`config.mk`:
```
export PLATFORM = sky130hd
export DESIGN_NAME = delay_ctrl_mfic
export DESIGN_NICKNAME = d
export VERILOG_FILES = /design/src/rtl/delay_mfic_pkg.sv /design/src/rtl/delay_ram_mfic.sv /design/src/rtl/delay_ctrl_mfic.sv
export SDC_FILE = /design/constraint.sdc
export NUM_CORES = 1
export LEC_CHECK = 0
export ABC_AREA = 1
export BUFFER_PORTS_ARGS = -buffer_cell sky130_fd_sc_hd__buf_2
export CORE_MARGIN = 5
export CORE_UTILIZATION = 40
export CTS_CLUSTER_SIZE = 25
export DETAILED_ROUTE_END_ITERATION = 16
export PLACE_DENSITY = 0.6
export SYNTH_ARGS = -nofsm -noshare
export SYNTH_HDL_FRONTEND = slang
export SYNTH_SLANG_ARGS = --single-unit
```
`constraint.sdc`:
```
create_clock -name clk -period 2.55 [get_ports clk]
set_input_delay 0.6375 -clock clk [delete_from_list [all_inputs] [get_ports clk]]
set_output_delay 0.6375 -clock clk [all_outputs]
set_load 0.01 [all_outputs]
```
`src/rtl/delay_mfic_pkg.sv`:
```
// Shared types, default constants and the delay-clamp helpers
// for the MFIC sample-delay controller.
package delay_mfic_pkg;

  localparam int unsigned MFIC_DMAX  = 16;
  localparam int unsigned MFIC_D_DEF = 10;

  typedef enum logic {
    FILL = 1'b0,
    RUN  = 1'b1
  } state_e;

  // Requested delay forced into 1..dmax.
  function automatic int unsigned clamp_delay(input int unsigned req, input int unsigned dmax);
    if (req == 0)    return 1;
    if (req > dmax)  return dmax;
    return req;
  endfunction

  function automatic logic delay_oob(input int unsigned req, input int unsigned dmax);
    return (req == 0) || (req > dmax);
  endfunction

endpackage

```
`src/rtl/delay_ram_mfic.sv`:
```
// W x DEPTH register array: one gated write port, one registered read port.
// Contents and read register are not reset; the controller masks them.
module delay_ram_mfic
  import delay_mfic_pkg::*;
#(
  parameter int unsigned W     = 16,
  parameter int unsigned DEPTH = MFIC_DMAX,
  parameter int unsigned AW    = $clog2(DEPTH)
) (
  input  logic          clk,
  input  logic          we,
  input  logic [AW-1:0] waddr,
  input  logic [W-1:0]  wdata,
  input  logic          re,
  input  logic [AW-1:0] raddr,
  output logic [W-1:0]  rdata
);

  logic [W-1:0] mem [DEPTH];

  // Read sees the pre-write contents when raddr == waddr.
  always_ff @(posedge clk) begin
    if (we) mem[waddr] <= wdata;
    if (re) rdata <= mem[raddr];
  end

endmodule

```
`src/rtl/delay_ctrl_mfic.sv`:
```
// Runtime-programmable sample delay: circular buffer plus FILL/RUN sequencing
// that qualifies dout with dout_vld only once the buffer holds `delay` samples.
module delay_ctrl_mfic
  import delay_mfic_pkg::*;
#(
  parameter  int unsigned W     = 16,
  parameter  int unsigned DMAX  = MFIC_DMAX,
  parameter  int unsigned D_DEF = MFIC_D_DEF,
  localparam int unsigned AW    = $clog2(DMAX)
) (
  input  logic          clk,
  input  logic          reset,
  input  logic [W-1:0]  din,
  input  logic          din_vld,
  input  logic [AW:0]   cfg_delay,
  input  logic          cfg_load,
  input  logic          flush,
  output logic          cfg_err,
  output logic          busy,
  output logic [W-1:0]  dout,
  output logic          dout_vld
);

  state_e        state, state_nxt;
  logic [AW:0]   delay, delay_nxt;
  logic [AW:0]   fill_cnt, fill_nxt;
  logic [AW-1:0] wp;
  logic          err_nxt, vld_nxt, busy_nxt;
  logic          rd_seen;
  logic          restart;
  logic          re;
  logic [AW-1:0] raddr;
  logic [W-1:0]  rdata;

  assign restart = cfg_load | flush;
  assign re      = din_vld & ~restart;
  assign raddr   = wp - delay[AW-1:0];

  always_ff @(posedge clk or posedge reset) begin
    if (reset) begin
      state    <= FILL;
      delay    <= (AW+1)'(D_DEF);
      fill_cnt <= '0;
      wp       <= '0;
      cfg_err  <= 1'b0;
      busy     <= 1'b1;
      dout_vld <= 1'b0;
      rd_seen  <= 1'b0;
    end else begin
      state    <= state_nxt;
      delay    <= delay_nxt;
      fill_cnt <= fill_nxt;
      cfg_err  <= err_nxt;
      busy     <= busy_nxt;
      dout_vld <= vld_nxt;
      if (din_vld) wp <= wp + AW'(1);
      if (re)      rd_seen <= 1'b1;
    end
  end

  // A restart strobe wins over a coincident sample, which becomes sample #1 of the new fill.
  always_comb begin
    state_nxt = state;
    delay_nxt = delay;
    fill_nxt  = fill_cnt;
    err_nxt   = 1'b0;
    vld_nxt   = 1'b0;
    if (restart) begin
      if (cfg_load) begin
        delay_nxt = (AW+1)'(clamp_delay(32'(cfg_delay), DMAX));
        err_nxt   = delay_oob(32'(cfg_delay), DMAX);
      end
      state_nxt = FILL;
      fill_nxt  = din_vld ? (AW+1)'(1) : '0;
    end else if (din_vld) begin
      vld_nxt = (state == RUN) || (fill_cnt == delay);
      if (state == FILL) begin
        fill_nxt = fill_cnt + (AW+1)'(1);
        if (fill_cnt >= delay - (AW+1)'(1)) state_nxt = RUN;
      end
    end
    busy_nxt = (state_nxt == FILL);
  end

  delay_ram_mfic #(.W(W), .DEPTH(DMAX), .AW(AW)) u_ram (
    .clk   (clk),
    .we    (din_vld),
    .waddr (wp),
    .wdata (din),
    .re    (re),
    .raddr (raddr),
    .rdata (rdata)
  );

  // The RAM read register has no reset; hold dout at zero until its first read.
  assign dout = rd_seen ? rdata : '0;

endmodule

```
## Yosys cells after proc, flatten, opt, wreduce, memory -nomap -nowiden

Memory sizes are Yosys's and may differ from the RTL's. A register that Yosys moved wholly into a read port is not among the register bits.
Cells that the tools add are included.

| cells by class | value |
|---|---|
| mux-type cells | 26 |
| magnitude comparators | 2 |
| bitwise operators | 4 |
| add/subtract/negate cells | 4 |
| equality and inequality tests | 2 |
| reduce and logical (&&, ||, !) cells | 6 |

Operators with widths:

| operator | number |
|---|---|
| $mux 5 | 6 |
| $mux 1 | 19 |
| $mux 16 | 1 |
| $add 5x1->5 const B | 1 |
| $eq 5x5->1 | 1 |
| $ge 5x5->1 | 1 |
| $gt 5x5->1 const B | 1 |
| $logic_not 5->1 | 1 |
| $sub 5x1->5 const B | 1 |
| $add 4x1->4 const B | 1 |
| $reduce_and 2->1 | 2 |
| $sub 4x4->4 | 1 |
| $logic_or 1x1->1 | 2 |
| $ne 2x1->1 const B | 1 |
| $not 1->1 | 2 |
| $reduce_bool 2->1 | 1 |
| $and 1x1->1 | 1 |
| $or 1x1->1 | 1 |

| storage, ports and cells | value |
|---|---|
| bits in registers | 19 |
| output and inout bits | 19 |
| memories kept | 1 |
| RAM bits | 256 |

Memories:

| memory | words | bits a word | read ports | clocked after memory_dff | wr ports | RTL line | text |
|---|---|---|---|---|---|---|---|
| u_ram.mem | 16 | 16 | 1 | 1 | 1 | delay_ram_mfic.sv:19 | `logic [W-1:0] mem [DEPTH];` |

## Longest topological paths before layout

Gate-level depths: netlist of run 1.

| logic depth | value |
|---|---|
| depth in word-level cells | 9 |
| mapped depth | 12 |

## Cells and area by module

From an unflattened synthesis of run 1, not the netlist that was laid out.

| second synthesis, totals | value |
|---|---|
| cell total of the unflattened synthesis | 1,249 |
| area total of the unflattened synthesis | 12,884.9 sq um |

Modules (own cells, without submodules):

| module | times used | cells each | area an instance (sq um) | seq. area each (sq um) |
|---|---|---|---|---|
| delay_ram_mfic | 1 | 1,074 | 11,541.1 | 8,167.8 |
| delay_ctrl_mfic | 1 | 175 | 1,343.8 | 479.2 |

## Worst setup path after synthesis of run 1

No wires, ideal clock.

| timing path | value |
|---|---|
| path kind | input -> register |
| from | input port flush |
| to | register u_ram.rdata[0], read port of u_ram.mem, enable pin |
| library setup time | 393 ps |
| cell stages on the path | 3 |
| buffers on the path | 1 |
| arrival | 1,874 ps |
| slack | 283 ps |
| cell sequence | or2_2 -> clkbuf_1 -> nor2_1 |

| on the way | value |
|---|---|
| longest elaborated chain between the ends | 3 |

Ends and longest elaborated chain:

| element | RTL line | text |
|---|---|---|
| start: declaration | delay_ctrl_mfic.sv:17 | `input logic flush,` |
| $or 1x1->1 | delay_ctrl_mfic.sv:35 | `assign restart = cfg_load \| flush;` |
| $not 1->1 | delay_ctrl_mfic.sv:36 | `assign re = din_vld & ~restart;` |
| $and 1x1->1 | delay_ctrl_mfic.sv:36 |  |
| named net re | delay_ctrl_mfic.sv:31 | `logic re;` |
| end: declaration | delay_ram_mfic.sv:16 | `output logic [W-1:0] rdata` |

The timed path passes the listed nets, and every way through them passes these cells.
A chain may end at the register's enable or synchronous reset.

## Worst setup path after layout of run 1

| timing path | value |
|---|---|
| from | register rd_seen |
| to | output port dout[6] |

| on the way | value |
|---|---|
| longest elaborated chain between the ends | 1 |

Ends and longest elaborated chain:

| element | RTL line | text |
|---|---|---|
| start: declaration | delay_ctrl_mfic.sv:29 | `logic rd_seen;` |
| start signal: assignment | delay_ctrl_mfic.sv:48 | `rd_seen <= 1'b0;` |
| start signal: assignment | delay_ctrl_mfic.sv:57 | `if (re) rd_seen <= 1'b1;` |
| $mux 16 | delay_ctrl_mfic.sv:96 | `assign dout = rd_seen ? rdata : '0;` |
| end: declaration | delay_ctrl_mfic.sv:20 | `output logic [W-1:0] dout,` |

No other way between the ends.

==> flow_summary.yaml, run 1 <==
setup_path:
  critPathMaxFanout: 17
  crit_type: "flip-flop to output port"
  startpoint_type: "flip-flop"
  required_ps: 1910
  critPathCaptureType: "output port"
  rrSetupSlack_ps: 180
  cp.arrival_ps: 1790
global_route:
  track_usage: 0.177
  antenna_found_initial: 2
  grt_pass1_vias: 8557
  grt-ovfl-total: 0
  grt_pass1_wl_um: 49600
  grt_max_degree: 81
placed_design:
  dp_hpwl_um: 19400
  place_congestion: 0.833
  io_buffer_count: 44
clocking:
  clock-root-buffer: "clkbuf_16"
  hold_buffers: 0
  clock_path_buffers: 3
  cts.sinks: 291
  clk_pin_slew_ps: 60
  cts_tree: "built"
  cts_inserted_buffers: 30
  post-cts-setup-buffer-count: 0
  insertion_delay_ps: 560
  cts_max_level: 1
  ctsResizeCount: 0
sta:
  finalSetupTns_ps: 0
  relSlewSlack: 0.499
  hold_viol: 0
  fmax_ghz: 0.412
  fin_worst_skew_ps: 12.5
  finalCritPeriodShare: 0.952
  grt_setup_unrepaired: "false"
  tightestPinTransition_ps: 750
  finalCriticalPeriod_ps: 2430
  drv_slew: 0
  setup_violations: 0
cells_and_area:
  area_growth_pct: 15.5
  final_common_cell: "nand2_1"
  layout_common_cells: "nand2_1 (512), inv_1 (300), edfxtp_1 (272), nand3_1 (139), buf_2 (44)"
  nets: 1490
  drive_gt1_frac: 0.110
synth:
  yosysTopAreaCellShare: 0.617
  avgSynthCellArea_um2: 9.60
  syn_nets: 1421
  synth-edff-count: 272
  yosys_warnings: 0
  ys.flop_type: "edfxtp_1"
  synth_cells: 1378
  seq_area_frac_synth: 0.653
  synth-seq-cells: 291
  yosys.area.top_type: "edfxtp_1"
  synth.distinct_cells: 29
  async_flop_share: 0.0653
  synth_area_um2: 13200
  synth_area_leaders: "edfxtp_1 (62%), nand2_1 (15%), inv_1 (8.5%)"
floorplan:
  dieArea_um2: 36800
  die_h_um: 192
  initial_utilization: 0.406
  die_w_um: 192
  io_pins: 45
  core_um2: 32600
  row_count: 66
power:
  finalPower_mw: 18.0
  power.density_nw_per_um2: 1180
  p_leak_nw: 7.13
  vdd_drop_max_mv: 0.865
status:
  outcome: "completed"
run:
  drv_cap: 0
detailed_routing:
  dr.first_iter.drc_count: 638
  vias: 8898
  wl_um: 32000
  viasPerCell: 4.65
  wl_per_cell_um: 16.7
  postRouteAntennaNets: 0
  remaining_drc_errors: 0
  first_pass_iters: 5
worst_hold_path:
  worstHoldPathType: "input pin to async pin"
-- report_power, final --
group	internal [mW]	total, mW	leakage, nW	switching (mW)
Combinational	2.35	7.42	3.94	5.07
Clock	2.75	4.53	0.499	1.78
Sequential	5.91	6.09	2.69	0.179
-- layout make-up --
type	count	area, um^2
clock buffers	35	769
clock inverters	20	251
diodes	1	2.50
fillers	3047	17300
well taps	442	553
flip-flops and latches	291	8650
multi-input cells	732	3260
inverters	302	1140
repair buffers	90	653
-- per-layer routing --
layer	part of all wire	up-vias	GRT usage
li1	-	4410	-
met1	0.45	4199	0.255
met2	0.47	224	0.285
met3	0.058	63	0.0220
met4	0.024	2	0.0467
met5	0.00050	-	0
-- critical path, cell delays in order (launching register included) --
cell and delay, ps:
dfrtp_1 760, nand2_1 150, inv_1 160, buf_2 160
-- flip-flops by register name, summed over array words and instances, names as in the netlist --
name and flops:
u_ram.rdata 16, wp 4, state 1, cfg_err 1, rd_seen 1, busy 1, delay 5, dout_vld 1
u_ram.mem 256, fill_cnt 5
-- metrics by stage --
stage	cells	setup slack [ps]	area (um^2)	utilization	hold WS (ps)
finish	1913	121	15300	0.468	208
global route	1912	5.04	15300	0.468	285
CTS	1912	52.1	15300	0.468	211
detailed placement	1857	163	14300	0.437	548
global placement	1857	188	14300	0.437	528
floorplan	1378	283	13200	-	495
-- worst paths after layout --
kind,startpoint,cells past startpoint,to
hold reg to reg,state,3,busy
setup / recovery,rd_seen,3,dout[6]
setup reg to reg,wp[0],11,u_ram.rdata[8]
min in group clk,cfg_load,2,delay[3]
max in group asynchronous,reset,2,wp[1]
hold / removal,reset,2,fill_cnt[1]
-- synth_stat cells, types with 3 or more instances --
library cell,instances
nand2_1,512
inv_1,301
edfxtp_1,272
nand3_1,139
buf_2,40
nor2_1,28
dfrtp_1,16
ha_1,16
o21ai_0,11
clkbuf_1,9
a21oi_1,5
xor2_1,5
buf_1,3
dfstp_2,3
-- cell families (layout without fill, tap and decap cells) --
group / count (synthesis) / count (layout) / synth area share
AO/OA/AOI/OAI: 20 / 20 / 0.00832
XOR/XNOR: 9 / 9 / 0.00766
adder cells (fa/ha/maj): 17 / 17 / 0.0166
buffers and inverters: 355 / 447 / 0.105
flip-flops: 291 / 291 / 0.653
other: 0 / 1 / 0
AND/OR/NAND/NOR: 686 / 686 / 0.209
Power figures use the tool's default switching activity.
==> run 2: changes to the inputs <==
Settings changed: ABC_AREA 1 to unset, PLACE_DENSITY 0.6 to 0.61.
==> flow_summary.yaml, run 2 <==
placed_design:
  place_area_um2: 12600
  io_buffer_count: 44
  place_congestion: 0.790
  dp_hpwl_um: 14600
  place_ws_ps: 30.0
setup_path:
  cp.arrival_ps: 2760
  critPathMaxFanout: 24
  rrSetupSlack_ps: 70
  critPathCaptureType: "flip-flop"
  r2r_start: "delay[0]"
  rr_worst_depth: 6
  critPathSlowestCell: "fa_2"
  startpoint_type: "flip-flop"
  cp_slowest_stage_delay_ps: 640
  cp_cell_sequence: "ha_4, fa_2, buf_12, mux4_2, mux2i_1, mux2i_1"
  cpMostUsedCell: "mux2i_1"
  r2r_end: "u_ram.rdata[7]"
  crit_type: "flip-flop to flip-flop"
  required_ps: 2830
floorplan:
  die_w_um: 181
  core_um2: 28700
  dieArea_um2: 32600
  die_h_um: 181
  initial_utilization: 0.406
  io_pins: 45
  row_count: 62
global_route:
  antenna_found_initial: 1
  grt_pass1_wl_um: 37900
  grt_max_degree: 49
  grt_pass1_vias: 6066
  grt-ovfl-total: 0
  track_usage: 0.153
sta:
  finalCritPeriodShare: 0.972
  finalSetupTns_ps: 0
  grt_setup_unrepaired: "false"
  fmax_ghz: 0.403
  relSlewSlack: 0.518
  fin_worst_skew_ps: 9.29
  tightestPinTransition_ps: 721
  setup_slack_ps: 71.5
  whs_ps: 198
  drv_slew: 0
  hold_viol: 0
  finalCriticalPeriod_ps: 2480
  setup_violations: 0
detailed_routing:
  wl_per_cell_um: 23.7
  wl_met2_um: 13200
  postRouteAntennaNets: 0
  wl_um: 25000
  wl_met3_um: 1170
  remaining_drc_errors: 0
  dr.first_iter.drc_count: 478
  wl_met1_um: 10300
  viasPerCell: 5.26
  first_pass_iters: 4
  vias: 5542
  top_layer: "met5"
clocking:
  clock_path_buffers: 3
  clk_pin_slew_ps: 60
  clock-root-buffer: "clkbuf_16"
  cts_tree: "built"
  hold_buffers: 0
  insertion_delay_ps: 550
  cts_max_level: 1
  cts.sinks: 291
  cts_inserted_buffers: 29
cells_and_area:
  final_common_cell: "edfxtp_1"
  layout_common_cells: "edfxtp_1 (272), mux4_2 (64), mux2i_1 (49), buf_2 (44), and2_1 (32)"
  area_growth_pct: 16.5
  drive_gt1_frac: 0.294
  antenna_cells: 0
  nets: 690
  top_regs: "u_ram.mem x256, u_ram.rdata x16"
  largest_reg_flops: 256
  top_register: "u_ram.mem"
  final_area_um2: 13600
synth:
  async_flop_share: 0.0653
  synth.distinct_cells: 37
  synth-seq-cells: 291
  avgSynthCellArea_um2: 20.9
  seq_area_frac_synth: 0.742
  synth.most_common_cell: "edfxtp_1"
  synthMuxAreaShare: 0.168
  synth_cells: 557
  synth-simple-area-share: 0.0329
  synth-edff-count: 272
  synth_common_cells: "edfxtp_1 (272), mux4_2 (64), mux2i_1 (49)"
  ys.flop_type: "edfxtp_1"
  synth_top_family_by_area: "multiplexers"
  synth_area_leaders: "edfxtp_1 (70%), mux4_2 (12%), mux2i_1 (4.2%)"
  yosysTopAreaCellShare: 0.701
  synth_xor_area_frac: 0.0140
  synth-compound-area-share: 0.00966
  synthAdderAreaFrac: 0.0189
  yosys_warnings: 0
  synth_area_um2: 11700
  yosys.area.top_type: "edfxtp_1"
  syn_nets: 600
power:
  vdd_drop_max_mv: 0.607
  power_frac_clock: 0.261
  intPower_mw: 11.1
  p_sw_mw: 4.71
  power.density_nw_per_um2: 1170
  switching_share: 0.297
  p_leak_nw: 4.69
  comb_power_share: 0.355
  pwr-share-seq: 0.384
  finalPower_mw: 15.8
status:
  outcome: "completed"
worst_hold_path:
  worstHoldPathType: "input pin to async pin"
run:
  drv_cap: 0
[run 2: cell types whose count changed after synthesis, moves of 31 or more]
cell	before	now
and2_1	0	32
buf_2	40	9
inv_1	301	13
mux2i_1	0	49
mux4_2	0	64
nand2_1	512	7
nand3_1	139	4
[run 2: cell type report]
class / count / area, um^2
fillers: 2388 / 15100
flip-flops and latches: 291 / 8650
multi-input cells: 232 / 2860
clock buffers: 33 / 741
repair buffers: 80 / 608
well taps: 384 / 480
clock inverters: 20 / 185
inverters: 13 / 48.8
[run 2: logic make-up (layout without fill, tap and decap cells)]
group	Yosys count	in the layout
flops	291	291
mux	115	115
buf+inv	34	146
fa+ha+maj	17	17
xor+xnor	16	16
simple gates	67	67
compound gates	17	17
[run 2: timing repair]
| item | CTS | global route |
|---|---|---|
| gates resized for setup | 0 | 0 |
| endpoints found under the setup margin | 0 | 1 |
| buffers inserted | 0 | 0 |
[run 2: worst max path at each step]
stage | from | to | slack (ps) | depth (start not counted)
6_report | delay[0] | u_ram.rdata[7] | 70 | 6
5_1_grt | delay[0] | u_ram.rdata[3] | 2 | 6
4_1_cts | delay[0] | u_ram.rdata[7] | 20 | 6
3_5_place_dp | delay[0] | u_ram.rdata[7] | 30 | 6
3_3_place_gp | wp[0] | u_ram.rdata[7] | 70 | 7
2_1_floorplan | wp[0] | u_ram.rdata[3] | 110 | 8
[run 2: power groups by stage]
stage          Clock [mW]  Sequential (mW)  Combinational, mW
2_1_floorplan           0             6.10               3.91
3_3_place_gp            0             6.14               5.50
3_5_place_dp            0             6.17               5.59
4_1_cts              4.22             6.07               5.62
5_1_grt              4.44             6.11               6.05
6_report             4.13             6.07               5.62
[run 2: per-stage QoR]
| step | instances | utilization |
|---|---|---|
| 2_1_floorplan | 557 | - |
| 3_3_place_gp | 999 | 0.440 |
| 3_5_place_dp | 999 | 0.440 |
| 4_1_cts | 1052 | 0.472 |
| 5_1_grt | 1053 | 0.473 |
| 6_report | 1053 | 0.473 |
[run 2: worst max-delay path: cells and delay by family (launching register included)]
kind | cells | cell delay, ps
adder cells (fa/ha/maj) | 2 | 830
multiplexers | 3 | 700
flip-flops | 1 | 430
buffers and inverters | 1 | 220
[run 2: layer usage]
metal / GRT usage / vias up
met5: 0 / -
met4: 0.0299 / 2
met3: 0.0218 / 27
met2: 0.270 / 134
met1: 0.203 / 2951
li1: - / 2428
==> run 3: changes to the inputs <==
--- a/config.mk
+++ b/config.mk
@@ -10,2 +10,3 @@
 export CORE_UTILIZATION = 40
+export CTS_BUF_LIST = sky130_fd_sc_hd__clkbuf_2 sky130_fd_sc_hd__clkbuf_4 sky130_fd_sc_hd__clkbuf_8
 export CTS_CLUSTER_SIZE = 25
==> constraint.sdc (replaced) <==
create_clock -name clk -period 2.55 [get_ports clk]
set_input_delay 0.3825 -clock clk [delete_from_list [all_inputs] [get_ports clk]]
set_output_delay 0.3825 -clock clk [all_outputs]
set_load 0.01 [all_outputs]
==> flow_summary.yaml, run 3 (synthesis gave the netlist of run 2 again) <==
status:
  outcome: "completed"
setup_path:
  rr_worst_depth: 7
  r2r_end: "u_ram.rdata[7]"
  rrSetupSlack_ps: 50
  r2r_start: "wp[0]"
  critPathMaxFanout: 24
  critPathLaunch: "wp[0]"
  cp-endpoint: "u_ram.rdata[7]"
  critPathCaptureType: "flip-flop"
  startpoint_type: "flip-flop"
  crit_type: "flip-flop to flip-flop"
  required_ps: 2820
  cp.arrival_ps: 2770
sta:
  finalCriticalPeriod_ps: 2500
  tightestPinTransition_ps: 728
  setup_violations: 0
  hold_viol: 0
  relSlewSlack: 0.514
  fmax_ghz: 0.401
  finalSetupTns_ps: 0
  finalCritPeriodShare: 0.979
  grt_setup_unrepaired: "true"
  drv_slew: 0
  fin_worst_skew_ps: 22.2
  setup_slack_ps: 53.6
detailed_routing:
  viasPerCell: 5.17
  vias: 5601
  dr.first_iter.drc_count: 437
  top_layer: "met5"
  remaining_drc_errors: 0
  wl_um: 25000
  wl_met1_um: 10400
  wl_met2_um: 13200
  postRouteAntennaNets: 0
  wl_per_cell_um: 23.1
  first_pass_iters: 4
  wl_met3_um: 1080
worst_hold_path:
  worstHoldPathType: "input pin to flip-flop"
power:
  p_leak_nw: 4.72
  finalPower_mw: 15.5
  power.density_nw_per_um2: 1140
  vdd_drop_max_mv: 0.591
global_route:
  antenna_found_initial: 1
  grt_max_degree: 49
  grt-ovfl-total: 0
  grt_pass1_vias: 6269
  track_usage: 0.153
  grt_pass1_wl_um: 37800
floorplan:
  die_h_um: 181
  die_w_um: 181
  initial_utilization: 0.406
  io_pins: 45
  dieArea_um2: 32600
  core_um2: 28700
  row_count: 62
cells_and_area:
  final_common_cell: "edfxtp_1"
  top_register: "u_ram.mem"
  drive_gt1_frac: 0.326
  area_growth_pct: 16.4
  top_regs: "u_ram.mem x256, u_ram.rdata x16"
  antenna_cells: 0
  nets: 706
  layout_common_cells: "edfxtp_1 (272), mux4_2 (64), clkbuf_8 (50), mux2i_1 (49), buf_2 (44)"
  largest_reg_flops: 256
clocking:
  cts_max_level: 2
  cts_inserted_buffers: 45
  clock_path_buffers: 3
  clock-root-buffer: "clkbuf_8"
  clk_pin_slew_ps: 60
  cts.sinks: 291
  insertion_delay_ps: 550
  cts_tree: "built"
placed_design:
  io_buffer_count: 44
  place_ws_ps: 32.5
  place_congestion: 0.791
  dp_hpwl_um: 14600
run:
  drv_cap: 0
==> run 3: changes by cell type in the layout (fill, tap and decap cells not counted) <==
cell,before,now
clkbuf_1,4,0
clkinv_1,9,11
clkbuf_8,0,50
clkbuf_4,0,15
clkinv_2,5,4
inv_16,1,0
buf_4,27,26
dlygate4sd3_1,0,1
clkbuf_16,30,1
inv_6,1,0
bufinv_16,3,1
clkinv_8,0,1
==> run 3: power breakdown <==
part | leakage [nW] | total, mW | internal (mW) | switching [mW]
registers | 2.69 | 6.07 | 5.90 | 0.171
logic | 1.55 | 5.59 | 2.82 | 2.77
clock network | 0.483 | 3.86 | 2.13 | 1.73
total | 4.72 | 15.5 | 10.9 | 4.67
==> run 3: timing repair <==
action                     in CTS  in global routing
hold endpoints to repair       16                  0
setup endpoints to repair       0                  1
gates resized for setup         0                  0
hold buffers                    1                  0
setup buffers                   0                  0
==> run 3: worst max-delay path: stages (launching register included) <==
cell     delay (ps)
dfrtp_1         350
inv_1           100
ha_4            180
fa_2            630
buf_12          230
mux4_2          320
mux2i_1         230
mux2i_1         170
==> run 3: through the flow <==
| step | hold slack [ps] | util | area, um^2 | instances |
|---|---|---|---|---|
| 4_1_cts | 38.7 | 0.472 | 13500 | 1082 |
| 5_1_grt | 58.4 | 0.472 | 13600 | 1083 |
| 6_report | 75.0 | 0.472 | 13600 | 1083 |
| 2_1_floorplan | 331 | - | 11700 | 557 |
| 3_3_place_gp | 532 | 0.439 | 12600 | 998 |
| 3_5_place_dp | 548 | 0.439 | 12600 | 998 |
==> run 3: how the worst min path moves through the flow <==
stage | startpoint | endpoint | slack [ps] | depth (start not counted)
2_1_floorplan | reset | cfg_err | 330 | 1
3_3_place_gp | reset | cfg_err | 530 | 2
3_5_place_dp | reset | cfg_err | 550 | 2
4_1_cts | cfg_delay[3] | delay[3] | 40 | 3
5_1_grt | flush | fill_cnt[2] | 60 | 2
6_report | cfg_delay[3] | delay[3] | 80 | 3
==> run 3: cell type report <==
type | count | area [um^2]
fillers | 2404 | 15100
flip-flops and latches | 291 | 8650
multi-input cells | 232 | 2860
clock buffers | 65 | 801
repair buffers | 80 | 611
well taps | 384 | 480
clock inverters | 18 | 115
inverters | 13 | 48.8
==> run 3: per-layer routing <==
| metal | track usage | up-vias |
|---|---|---|
| met4 | 0.0381 | 2 |
| met3 | 0.0264 | 30 |
| met5 | 0 | - |
| met1 | 0.196 | 2972 |
| li1 | - | 2473 |
| met2 | 0.271 | 124 |
